<file path="config.mk">
export PLATFORM = sky130hd
export DESIGN_NAME = edge_oneshot_bank_flat
export DESIGN_NICKNAME = d
export VERILOG_FILES = /design/src/rtl/edge_oneshot_pkg.sv /design/src/rtl/edge_oneshot_bank_if.sv /design/src/rtl/edge_oneshot_chan.sv /design/src/rtl/edge_oneshot_bank.sv /design/src/flat_wrapper.sv
export SDC_FILE = /design/constraint.sdc
export NUM_CORES = 1
export LEC_CHECK = 0
export CAP_MARGIN = 20
export CORE_MARGIN = 2
export CORE_UTILIZATION = 48
export CTS_CLUSTER_DIAMETER = 60
export DETAILED_ROUTE_END_ITERATION = 8
export GPL_TIMING_DRIVEN = 0
export MAX_ROUTING_LAYER = met4
export PLACE_DENSITY_LB_ADDON = 0.05
export SLEW_MARGIN = 30
export SYNTH_ARGS = -nofsm -noshare
export SYNTH_HDL_FRONTEND = slang
export SYNTH_SLANG_ARGS = --single-unit
</file>
<file path="constraint.sdc">
create_clock -name clk -period 1.3 [get_ports clk]
set_input_delay 0.325 -clock clk [delete_from_list [all_inputs] [get_ports clk]]
set_output_delay 0.325 -clock clk [all_outputs]
set_load 0.02 [all_outputs]
</file>
<file path="src/rtl/edge_oneshot_pkg.sv">
// Shared constants and state encoding for the edge-to-pulse conditioner bank.
package edge_oneshot_pkg;

  localparam int EDGE_RISE = 0;
  localparam int EDGE_FALL = 1;
  localparam int EDGE_BOTH = 2;

  typedef enum logic [1:0] {
    RPT_IDLE   = 2'd0,
    RPT_DELAY  = 2'd1,
    RPT_REPEAT = 2'd2
  } rpt_state_t;

endpackage

</file>
<file path="src/rtl/edge_oneshot_bank_if.sv">
// Control/status bundle between the button pins and the game-control logic.
interface edge_oneshot_bank_if #(
  parameter int CHANNELS = 4
);
  logic                en;
  logic [CHANNELS-1:0] din;
  logic [CHANNELS-1:0] level_out;
  logic [CHANNELS-1:0] pulse_out;
  logic                any_pulse;

  modport master (output en, din, input level_out, pulse_out, any_pulse);
  modport slave  (input en, din, output level_out, pulse_out, any_pulse);
endinterface

</file>
<file path="src/rtl/edge_oneshot_chan.sv">
// One channel: synchroniser, debounce counter, edge detect and hold-to-repeat FSM.
module edge_oneshot_chan
  import edge_oneshot_pkg::*;
#(
  parameter int SYNC_STAGES     = 2,
  parameter int DEBOUNCE_CYCLES = 16,
  parameter int EDGE_MODE       = EDGE_RISE,
  parameter int REPEAT_DELAY    = 0,
  parameter int REPEAT_PERIOD   = 1
) (
  input  logic clk,
  input  logic rst_n,
  input  logic en,
  input  logic din,
  output logic level,
  output logic pulse,
  output logic pulse_nxt
);

  localparam int CW     = (DEBOUNCE_CYCLES > 1) ? $clog2(DEBOUNCE_CYCLES) : 1;
  localparam int RMAX   = (REPEAT_DELAY > REPEAT_PERIOD) ? REPEAT_DELAY : REPEAT_PERIOD;
  localparam int RW     = (RMAX > 1) ? $clog2(RMAX) : 1;
  localparam bit RPT_EN = (REPEAT_DELAY > 0) && (EDGE_MODE != EDGE_BOTH);

  logic [SYNC_STAGES-1:0] sync_q;
  logic [CW-1:0]          cnt_q;
  logic                   level_q;
  logic                   pulse_q;
  logic                   din_s;
  logic                   toggle;
  logic                   edge_hit;

  rpt_state_t    state_q, state_d;
  logic [RW-1:0] rcnt_q, rcnt_d;
  logic          rpt_pulse;

  assign din_s  = sync_q[SYNC_STAGES-1];
  // The D-th consecutive mismatching cycle is the one that flips the level.
  assign toggle = (din_s != level_q) && (cnt_q == CW'(DEBOUNCE_CYCLES - 1));
  assign edge_hit = toggle && ((EDGE_MODE == EDGE_BOTH) ||
                               ((EDGE_MODE == EDGE_RISE) && !level_q) ||
                               ((EDGE_MODE == EDGE_FALL) &&  level_q));

  always_ff @(posedge clk or negedge rst_n) begin
    if (!rst_n) begin
      sync_q  <= '0;
      cnt_q   <= '0;
      level_q <= 1'b0;
      pulse_q <= 1'b0;
      state_q <= RPT_IDLE;
      rcnt_q  <= '0;
    end else begin
      sync_q  <= {sync_q[SYNC_STAGES-2:0], din};
      pulse_q <= pulse_nxt;
      state_q <= state_d;
      rcnt_q  <= rcnt_d;
      if (din_s != level_q) begin
        if (toggle) begin
          level_q <= ~level_q;
          cnt_q   <= '0;
        end else begin
          cnt_q <= cnt_q + CW'(1);
        end
      end else begin
        cnt_q <= '0;
      end
    end
  end

  // Any level change while holding means the input left the active level.
  always_comb begin
    state_d   = state_q;
    rcnt_d    = rcnt_q;
    rpt_pulse = 1'b0;
    if (!en || !RPT_EN) begin
      state_d = RPT_IDLE;
    end else begin
      unique case (state_q)
        RPT_IDLE: begin
          if (edge_hit) begin
            state_d = RPT_DELAY;
            rcnt_d  = RW'(REPEAT_DELAY - 1);
          end
        end
        RPT_DELAY, RPT_REPEAT: begin
          if (toggle) begin
            state_d = RPT_IDLE;
          end else if (rcnt_q == '0) begin
            rpt_pulse = 1'b1;
            rcnt_d    = RW'(REPEAT_PERIOD - 1);
            state_d   = RPT_REPEAT;
          end else begin
            rcnt_d = rcnt_q - RW'(1);
          end
        end
        default: state_d = RPT_IDLE;
      endcase
    end
  end

  assign pulse_nxt = en && (edge_hit || rpt_pulse);
  assign level     = level_q;
  assign pulse     = pulse_q;

endmodule

</file>
<file path="src/rtl/edge_oneshot_bank.sv">
// Multi-channel edge-to-pulse conditioner: CHANNELS independent channels plus a merged pulse flag.
module edge_oneshot_bank
  import edge_oneshot_pkg::*;
#(
  parameter int CHANNELS        = 4,
  parameter int SYNC_STAGES     = 2,
  parameter int DEBOUNCE_CYCLES = 16,
  parameter int EDGE_MODE       = EDGE_RISE,
  parameter int REPEAT_DELAY    = 0,
  parameter int REPEAT_PERIOD   = 1
) (
  input logic             clk,
  input logic             rst_n,
  edge_oneshot_bank_if.slave bus
);

  if (EDGE_MODE < EDGE_RISE || EDGE_MODE > EDGE_BOTH) begin : g_bad_mode
    $error("edge_oneshot_bank: EDGE_MODE must be 0, 1 or 2");
  end
  if (CHANNELS < 1 || CHANNELS > 32 || SYNC_STAGES < 2 || SYNC_STAGES > 4 ||
      DEBOUNCE_CYCLES < 1 || DEBOUNCE_CYCLES > 65535 ||
      REPEAT_DELAY < 0 || REPEAT_PERIOD < 1) begin : g_bad_param
    $error("edge_oneshot_bank: parameter out of range");
  end

  logic [CHANNELS-1:0] level_w;
  logic [CHANNELS-1:0] pulse_w;
  logic [CHANNELS-1:0] pulse_nxt_w;
  logic                any_q;

  for (genvar g = 0; g < CHANNELS; g++) begin : g_chan
    edge_oneshot_chan #(
      .SYNC_STAGES    (SYNC_STAGES),
      .DEBOUNCE_CYCLES(DEBOUNCE_CYCLES),
      .EDGE_MODE      (EDGE_MODE),
      .REPEAT_DELAY   (REPEAT_DELAY),
      .REPEAT_PERIOD  (REPEAT_PERIOD)
    ) u_chan (
      .clk      (clk),
      .rst_n    (rst_n),
      .en       (bus.en),
      .din      (bus.din[g]),
      .level    (level_w[g]),
      .pulse    (pulse_w[g]),
      .pulse_nxt(pulse_nxt_w[g])
    );
  end

  // Built from the pre-register pulses so it lands in the same cycle as pulse_out.
  always_ff @(posedge clk or negedge rst_n) begin
    if (!rst_n) any_q <= 1'b0;
    else        any_q <= |pulse_nxt_w;
  end

  assign bus.level_out = level_w;
  assign bus.pulse_out = pulse_w;
  assign bus.any_pulse = any_q;

endmodule

</file>
<file path="src/flat_wrapper.sv">
// flat-port wrapper written by rule: the top's interface ports become plain ports
module edge_oneshot_bank_flat import edge_oneshot_pkg::*;
#(
  parameter int CHANNELS        = 4,
  parameter int SYNC_STAGES     = 2,
  parameter int DEBOUNCE_CYCLES = 16,
  parameter int EDGE_MODE       = EDGE_RISE,
  parameter int REPEAT_DELAY    = 0,
  parameter int REPEAT_PERIOD   = 1
)
  (clk, rst_n, bus_en, bus_din, bus_level_out, bus_pulse_out, bus_any_pulse);
  edge_oneshot_bank_if #(.CHANNELS(CHANNELS)) bus_i ();
  input logic clk;
  input logic rst_n;
  input wire logic [$bits(bus_i.en)-1:0] bus_en;
  input wire logic [$bits(bus_i.din)-1:0] bus_din;
  output wire logic [$bits(bus_i.level_out)-1:0] bus_level_out;
  output wire logic [$bits(bus_i.pulse_out)-1:0] bus_pulse_out;
  output wire logic [$bits(bus_i.any_pulse)-1:0] bus_any_pulse;
  assign bus_i.en = bus_en;
  assign bus_i.din = bus_din;
  assign bus_level_out = bus_i.level_out;
  assign bus_pulse_out = bus_i.pulse_out;
  assign bus_any_pulse = bus_i.any_pulse;
  edge_oneshot_bank #(.CHANNELS(CHANNELS), .SYNC_STAGES(SYNC_STAGES), .DEBOUNCE_CYCLES(DEBOUNCE_CYCLES), .EDGE_MODE(EDGE_MODE), .REPEAT_DELAY(REPEAT_DELAY), .REPEAT_PERIOD(REPEAT_PERIOD)) u_core (.clk(clk), .rst_n(rst_n), .bus(bus_i));
endmodule
</file>
==> impl_results.md, run 1 <==
* Total routed wirelength at approximately 2200 µm
* Top-level I/O count at 16
* Sw Ratio at a little under a quarter
* Via/cell ratio at 5.06
* Failing checks: negative setup slack
* Final cycle utilization of the critical path at 105%
* Largest net degree at the start of global routing at 18
* Layout area overhead at 30.9%
* #FFs+latches synth at 33
* Slew Limit Fails at 0
* Site row count at 19
* Core area at about 2700 µm²
* Routed wl met3 at between 90 and 100 µm
* Avg WL per Cell at approximately 13 µm
* Syn Inst Count at slightly above 100
* Hold WS at 0.347 ns
* Clock slew at reported path FFs at ~0.11 ns
* Worst vdd ir at around 0.86 mV
* Hold Vio Cnt, Final at 0
* M1 WL at 941 µm
* GR Overflow Total at 0
* Worst Reg-to-Reg Cells at 4
* DP Worst Slack at -0.339 ns
* Slew @ Worst Pin at 0.440 ns
* CP startpoint kind: flip-flop
* Floorplan die width at approximately 56 µm
* CTS root buf: clkbuf_4
* R2R setup slack at -0.07 ns
* Max cap viols at 0
* Synth Net Count at 113
* Hold endpoint: u_core.g_chan[3].u_chan.sync_q[1]
* Clock network fraction of total power at between 30% and 40%
* Later-pin clock latency in the skew report at between 0.3 and 0.4 ns
* Switching pwr at 455 µW
* Area leader, netlist: dfrtp_1
* Remaining antenna violation count at 0
* Placed cell area at ~1500 µm²
* Tmin final at 1.37 ns
* Design area at roughly 1700 µm²
* Most frequent cells in the layout: dfrtp_1 (33), buf_4 (16), xnor2_1 (8), buf_6 (8), a21oi_1 (7)
* Die Span Y at about 56 µm
* Hold WC Path Type: flip-flop to flip-flop
* CP Class: flip-flop to flip-flop
* CP Capture Type: flip-flop
* CTS Sinks at 33
* Max_slew headroom at between 70% and 80%
* R2R Path Start: u_core.g_chan[3].u_chan.cnt_q[1]
* Synthesized area at roughly 1300 µm²
* Most common cell after layout, fill and taps aside: dfrtp_1
* Synth top area share at between 60% and 70%
* Global-route wire length before repair at approximately 4000 µm
* CP arrival at about 1.6 ns
* Synth Area per Inst at roughly 13 µm²
* PD cells at roughly 1100 nW/µm²
* Nets at between 100 and 150
* Int Pwr at 1.48 mW
* Max Used Layer: met4
* Top cells by area, synth: dfrtp_1 (63%), xnor2_1 (5.3%), buf_4 (4.5%), ha_1 (3.8%), mux2_2 (3.4%)
* Synth cell types at 20
* Worst setup margin at -0.0664 ns
* Sequential area share after synthesis at between 60 and 70%
* Antenna cells at 0
* DP HPWL at between 1000 and 1500 µm
* Skew final at ~0.011 ns
* Critical R2R Capture: u_core.bus.any_pulse
* # setup viols final at 1
* Unrepaired setup endpoints after global routing: true
* Critical Path Fanout Max at 3
* Clk buf depth at 2
* Crit path from: u_core.g_chan[3].u_chan.cnt_q[1]
* Die ar. at roughly 3200 µm²
* Initial antenna violation count at 0
* Port buffer count at 15
* Total number of vias at 840
* Sequential Power Share at about 57%
* 1st-pass router iterations at 4
* CTS tree: done
* CTS Buf Count at 5
* FMAX at 0.732 GHz
* Met2 routed WL at 1130 µm
* Worst Hold Depth at 0
* Static leakage at ~0.78 nW
* CTS H-Tree Depth at 2
* DRC errors left at 0
* Gpl congestion at about 0.72
* Outcome: finished, violations left
* WP data required at around 1.5 ns
* Min-delay src: u_core.g_chan[3].u_chan.sync_q[0]
* Ys Warns at 0
* Number of global-route vias before repair at approximately 890
* Tot GR Track Use at ~17%
* Initial Util at 49.1%
* Power Total at around 1.9 mW
* Iteration-0 DRC Markers at 17
* Gate power share at 9.4%
* Share of cells above drive strength 1 at between 30% and 40%
* Layout Utilization at between 60 and 70%
-- state kept, by name, indices dropped and copies added (netlist names) --
signal / cells
u_core.bus.any_pulse: 1
u_core.g_chan.u_chan.sync_q: 8
u_core.g_chan.u_chan.level: 4
u_core.g_chan.u_chan.pulse: 4
u_core.g_chan.u_chan.cnt_q: 16
-- worst max path at each step --
| stage | endpoint | slack, ns | cells after the start |
|---|---|---|---|
| detailed placement | u_core.bus.any_pulse | -0.34 | 4 |
| CTS | u_core.bus.any_pulse | -0.06 | 4 |
| global placement | u_core.g_chan[2].u_chan.cnt_q[2] | -0.73 | 1 |
| finish | u_core.bus.any_pulse | -0.07 | 4 |
| global route | u_core.bus.any_pulse | -0.12 | 4 |
| floorplan | u_core.bus.any_pulse | -0.04 | 4 |
-- kinds of logic after synthesis --
group / count (synthesis) / share of synthesized area, %
xor+xnor: 8 / 5.31
flops: 33 / 62.6
compound gates: 13 / 5.21
simple gates: 28 / 14.0
fa+ha+maj: 4 / 3.79
buf+inv: 12 / 5.69
mux: 4 / 3.41
-- per-layer routing --
layer	GRT usage, %	vias up
met5	-	-
met4	6.12	0
met3	7.60	6
met2	25.2	13
met1	21.6	415
li1	-	406
-- final cells by class --
| class | count | area [µm²] |
|---|---|---|
| inverters | 4 | 15.0 |
| clock buffers | 7 | 65.1 |
| fillers | 233 | 958 |
| multi-input cells | 57 | 470 |
| well taps | 31 | 38.8 |
| clock inverters | 1 | 5.00 |
| repair buffers | 33 | 308 |
| flip-flops and latches | 33 | 826 |
-- power by group through the flow --
stage	registers, mW	clock network, mW	logic (mW)
4_1_cts	1.11	0.679	0.177
2_1_floorplan	1.12	0	0.0681
6_report	1.11	0.650	0.181
5_1_grt	1.11	0.724	0.206
3_3_place_gp	1.13	0	0.116
3_5_place_dp	1.13	0	0.127
-- cell usage after synthesis, drive strengths merged --
cell and n:
ha 4, o21ai 4, a21oi 8, nand3 4, or4 1, a311oi 1
nor3b 3, inv 4, buf 8, mux2 4, nor2 4, nor3 4
nor2b 4, dfrtp 33, nand2 4, nand4b 4, xnor2 8
-- critical path: stages (launching register included) --
cell     delay, ns
dfrtp_1       0.42
ha_2          0.21
nand3_2       0.08
nor3_1        0.06
or4_1         0.46
-- repair_timing --
item	CTS	global route
setup endpoints to repair	10	7
setup buffers	14	2
hold buffers	1	0
endpoints found under the hold margin	16	0
pin swaps	4	4
gates resized for setup	56	2
-- through the flow --
step / setup TNS (ns) / instances
finish: -0.0664 / 166
global placement: -24.75 / 148
CTS: -0.0712 / 168
floorplan: -0.0442 / 102
global route: -0.120 / 166
detailed placement: -0.897 / 149
No activity file was read; power rests on OpenSTA's default activity.
==> inputs of run 2 (changes only) <==
- CORE_UTILIZATION: 48 -> 50
- CTS_CLUSTER_SIZE: unset -> 12
- DONT_BUFFER_PORTS: unset -> 1
- RECOVER_POWER: unset -> 50
==> impl_results.md, run 2 (synthesized netlist as in run 1, its figures left out) <==
* Most flop-heavy register: u_core.g_chan.u_chan.cnt_q
* Total routed wirelength at 2130 µm (-3.5%)
* Clk buf depth at 2 (unchanged)
* Remaining antenna violation count at 0 (unchanged)
* Avg WL per Cell at 12.8 µm (-3.5%)
* DP HPWL at 1240 µm (-12%)
* Biggest regs: u_core.g_chan.u_chan.cnt_q x16, u_core.g_chan.u_chan.sync_q x8
* Unrepaired setup endpoints after global routing: true
* Critical Path Fanout Max at 2 (-1)
* Static leakage at 0.775 nW (-0.21%)
* PD cells at 1230 nW/µm² (+9.4%)
* Final cycle utilization of the critical path at 104% (-1.2 points)
* Number of global-route vias before repair at 845 (-5.3%)
* Sequential Power Share at 52.8% (-4.3 points)
* Initial Util at 52.8% (+3.7 points)
* CP Class: flip-flop to flip-flop
* Skew final at 0.0131 ns (+0.00221 ns)
* DP Worst Slack at -0.138 ns (+0.202 ns)
* WP data required at 1.52 ns (+0.02 ns)
* Tot GR Track Use at 15.9% (-1.5 points)
* Area of the multi-input gates at 469 µm² (-0.27%)
* Initial antenna violation count at 0 (unchanged)
* Clock network fraction of total power at 39.2% (+5.7 points)
* Int Pwr at 1.62 mW (+9.2%)
* Gate power share at 8.1% (-1.3 points)
* CP Cell Sequence: ha_2 > nand3_2 > nor3_2 > or4_1
* Worst vdd ir at 0.935 mV (+9.2%)
* Max cap viols at 0 (unchanged)
* Die Span Y at 55.4 µm (-1.9%)
* Gpl congestion at 0.735 (+1.8%)
* Antenna cells at 0 (unchanged)
* Crit path from: u_core.g_chan[0].u_chan.cnt_q[0]
* CTS root buf: clkbuf_4
* Top-level I/O count at 16 (unchanged)
* Switching pwr at 475 µW (+4.3%)
* Hold Vio Cnt, Final at 0 (unchanged)
* Worst setup margin at -0.0512 ns (+0.0152 ns)
* Crit-path slowest cell: or4_1
* Die ar. at 3070 µm² (-3.7%)
* Tmin final at 1.35 ns (-0.0152 ns)
* Core area at 2500 µm² (-6.9%)
* Most frequent cells in the layout: dfrtp_1 (33), buf_4 (27), xnor2_1 (8), a21oi_1 (8)
* CP startpoint kind: flip-flop
* Total number of vias at 836 (-0.48%)
* 1st-pass router iterations at 4 (unchanged)
* CP Capture Type: flip-flop
* FMAX at 0.740 GHz (+1.1%)
* Via/cell ratio at 5.04 (-0.48%)
* Slew Limit Fails at 0 (unchanged)
* # setup viols final at 1 (unchanged)
* Failing checks: negative setup slack
* Nets at 146 (+0.69%)
* CP arrival at 1.57 ns (about the same)
* Share of cells above drive strength 1 at 39.0% (+1.2 points)
* Setup TNS at -0.0512 ns (+0.0152 ns)
* CTS Buf Count at 5 (unchanged)
* Later-pin clock latency in the skew report at 0.34 ns (about the same)
* Largest net degree at the start of global routing at 34 (+16)
* Outcome: finished, violations left
* Min-delay src: bus_en
* Max_slew headroom at 47.4% (-23 points)
* Hold WC Path Type: input pin to flip-flop
* Iteration-0 DRC Markers at 15 (-2)
* CTS H-Tree Depth at 2 (unchanged)
* Port buffer count at 0 (-15)
* Max FFs per register at 16 (unchanged)
* CTS tree: done
* DRC errors left at 0 (unchanged)
* Storage cell area at 826 µm² (unchanged)
* Site row count at 18 (-1)
* CTS Sinks at 33 (unchanged)
* R2R Path Start: u_core.g_chan[0].u_chan.cnt_q[0]
* Global-route wire length before repair at 3570 µm (-10%)
* Floorplan die width at 55.4 µm (-1.9%)
* Clock slew at reported path FFs at 0.11 ns (about the same)
* Slew @ Worst Pin at 0.788 ns (+0.348 ns)
* Layout Utilization at 68.2% (+3.9 points)
* Most common cell after layout, fill and taps aside: dfrtp_1
* Sw Ratio at 22.7% (-0.82 points)
* Worst path max stage delay at 0.51 ns (+0.05 ns)
* Layout area overhead at 29.2%
* GR Overflow Total at 0 (unchanged)
* Number of fill cells in the layout at 191 (-18%)
-- run 2: path summary, 6_finish.rpt --
check | to | slack (ns) | cells after the start
max reg2reg | u_core.bus.any_pulse | -0.05 | 4
min reg2reg | u_core.g_chan[0].u_chan.sync_q[1] | 0.35 | 0
max | u_core.bus.any_pulse | -0.05 | 4
max in group asynchronous | u_core.g_chan[0].u_chan.cnt_q[3] | 0.20 | 2
min | u_core.g_chan[0].u_chan.pulse | 0.10 | 2
min in group asynchronous | u_core.g_chan[3].u_chan.cnt_q[3] | 0.58 | 2
-- run 2: cell type report --
| type | instances | area share [%] |
|---|---|---|
| Buffer | 8 | 3.74 |
| Clock buffer | 6 | 3.01 |
| Clock inverter | 2 | 2.20 |
| Inverter | 4 | 0.880 |
| Multi-Input combinational cell | 57 | 27.5 |
| Sequential cell | 33 | 48.4 |
| Tap cell | 30 | 2.20 |
| Timing Repair Buffer | 26 | 12.0 |
-- run 2: through the flow --
| stage | power (mW) | cell area [µm²] | instances | hold WS [ns] |
|---|---|---|---|---|
| final | 2.09 | 1710 | 166 | 0.102 |
| after global routing | 2.20 | 1710 | 166 | 0.0806 |
| after CTS | 2.12 | 1670 | 161 | 0.0913 |
| after detailed placement | 1.21 | 1380 | 132 | 0.0301 |
| after global placement | 1.20 | 1380 | 132 | 0.0301 |
| after floorplan | 1.19 | 1340 | 102 | 0.0294 |
-- run 2: critical path, delay by kind of cell (launching register included) --
| family | cells | cell delay [ns] |
|---|---|---|
| flops | 1 | 0.41 |
| fa+ha+maj | 1 | 0.19 |
| simple gates | 3 | 0.64 |
-- run 2: per-layer routing --
metal	global-route usage [%]	vias up	share of wire, %
li1	-	409	-
met1	18.1	406	46
met2	23.1	14	47
met3	7.26	7	4.6
met4	8.71	0	2.1
met5	-	-	0
-- run 2: what timing repair did --
item / CTS / global route
hold endpoints to repair: 37 / 0
endpoints found under the setup margin: 2 / 4
resized for setup: 4 / 2
buffers inserted: 15 / 5
pin swaps: 6 / 3
hold buffers: 6 / 0
-- run 2: power by group through the flow --
| stage | registers, mW | logic (mW) | clock network [mW] |
|---|---|---|---|
| final | 1.10 | 0.170 | 0.820 |
| after global routing | 1.11 | 0.193 | 0.899 |
| after CTS | 1.10 | 0.168 | 0.843 |
| after detailed placement | 1.13 | 0.0775 | 0 |
| after global placement | 1.13 | 0.0763 | 0 |
| after floorplan | 1.12 | 0.0681 | 0 |
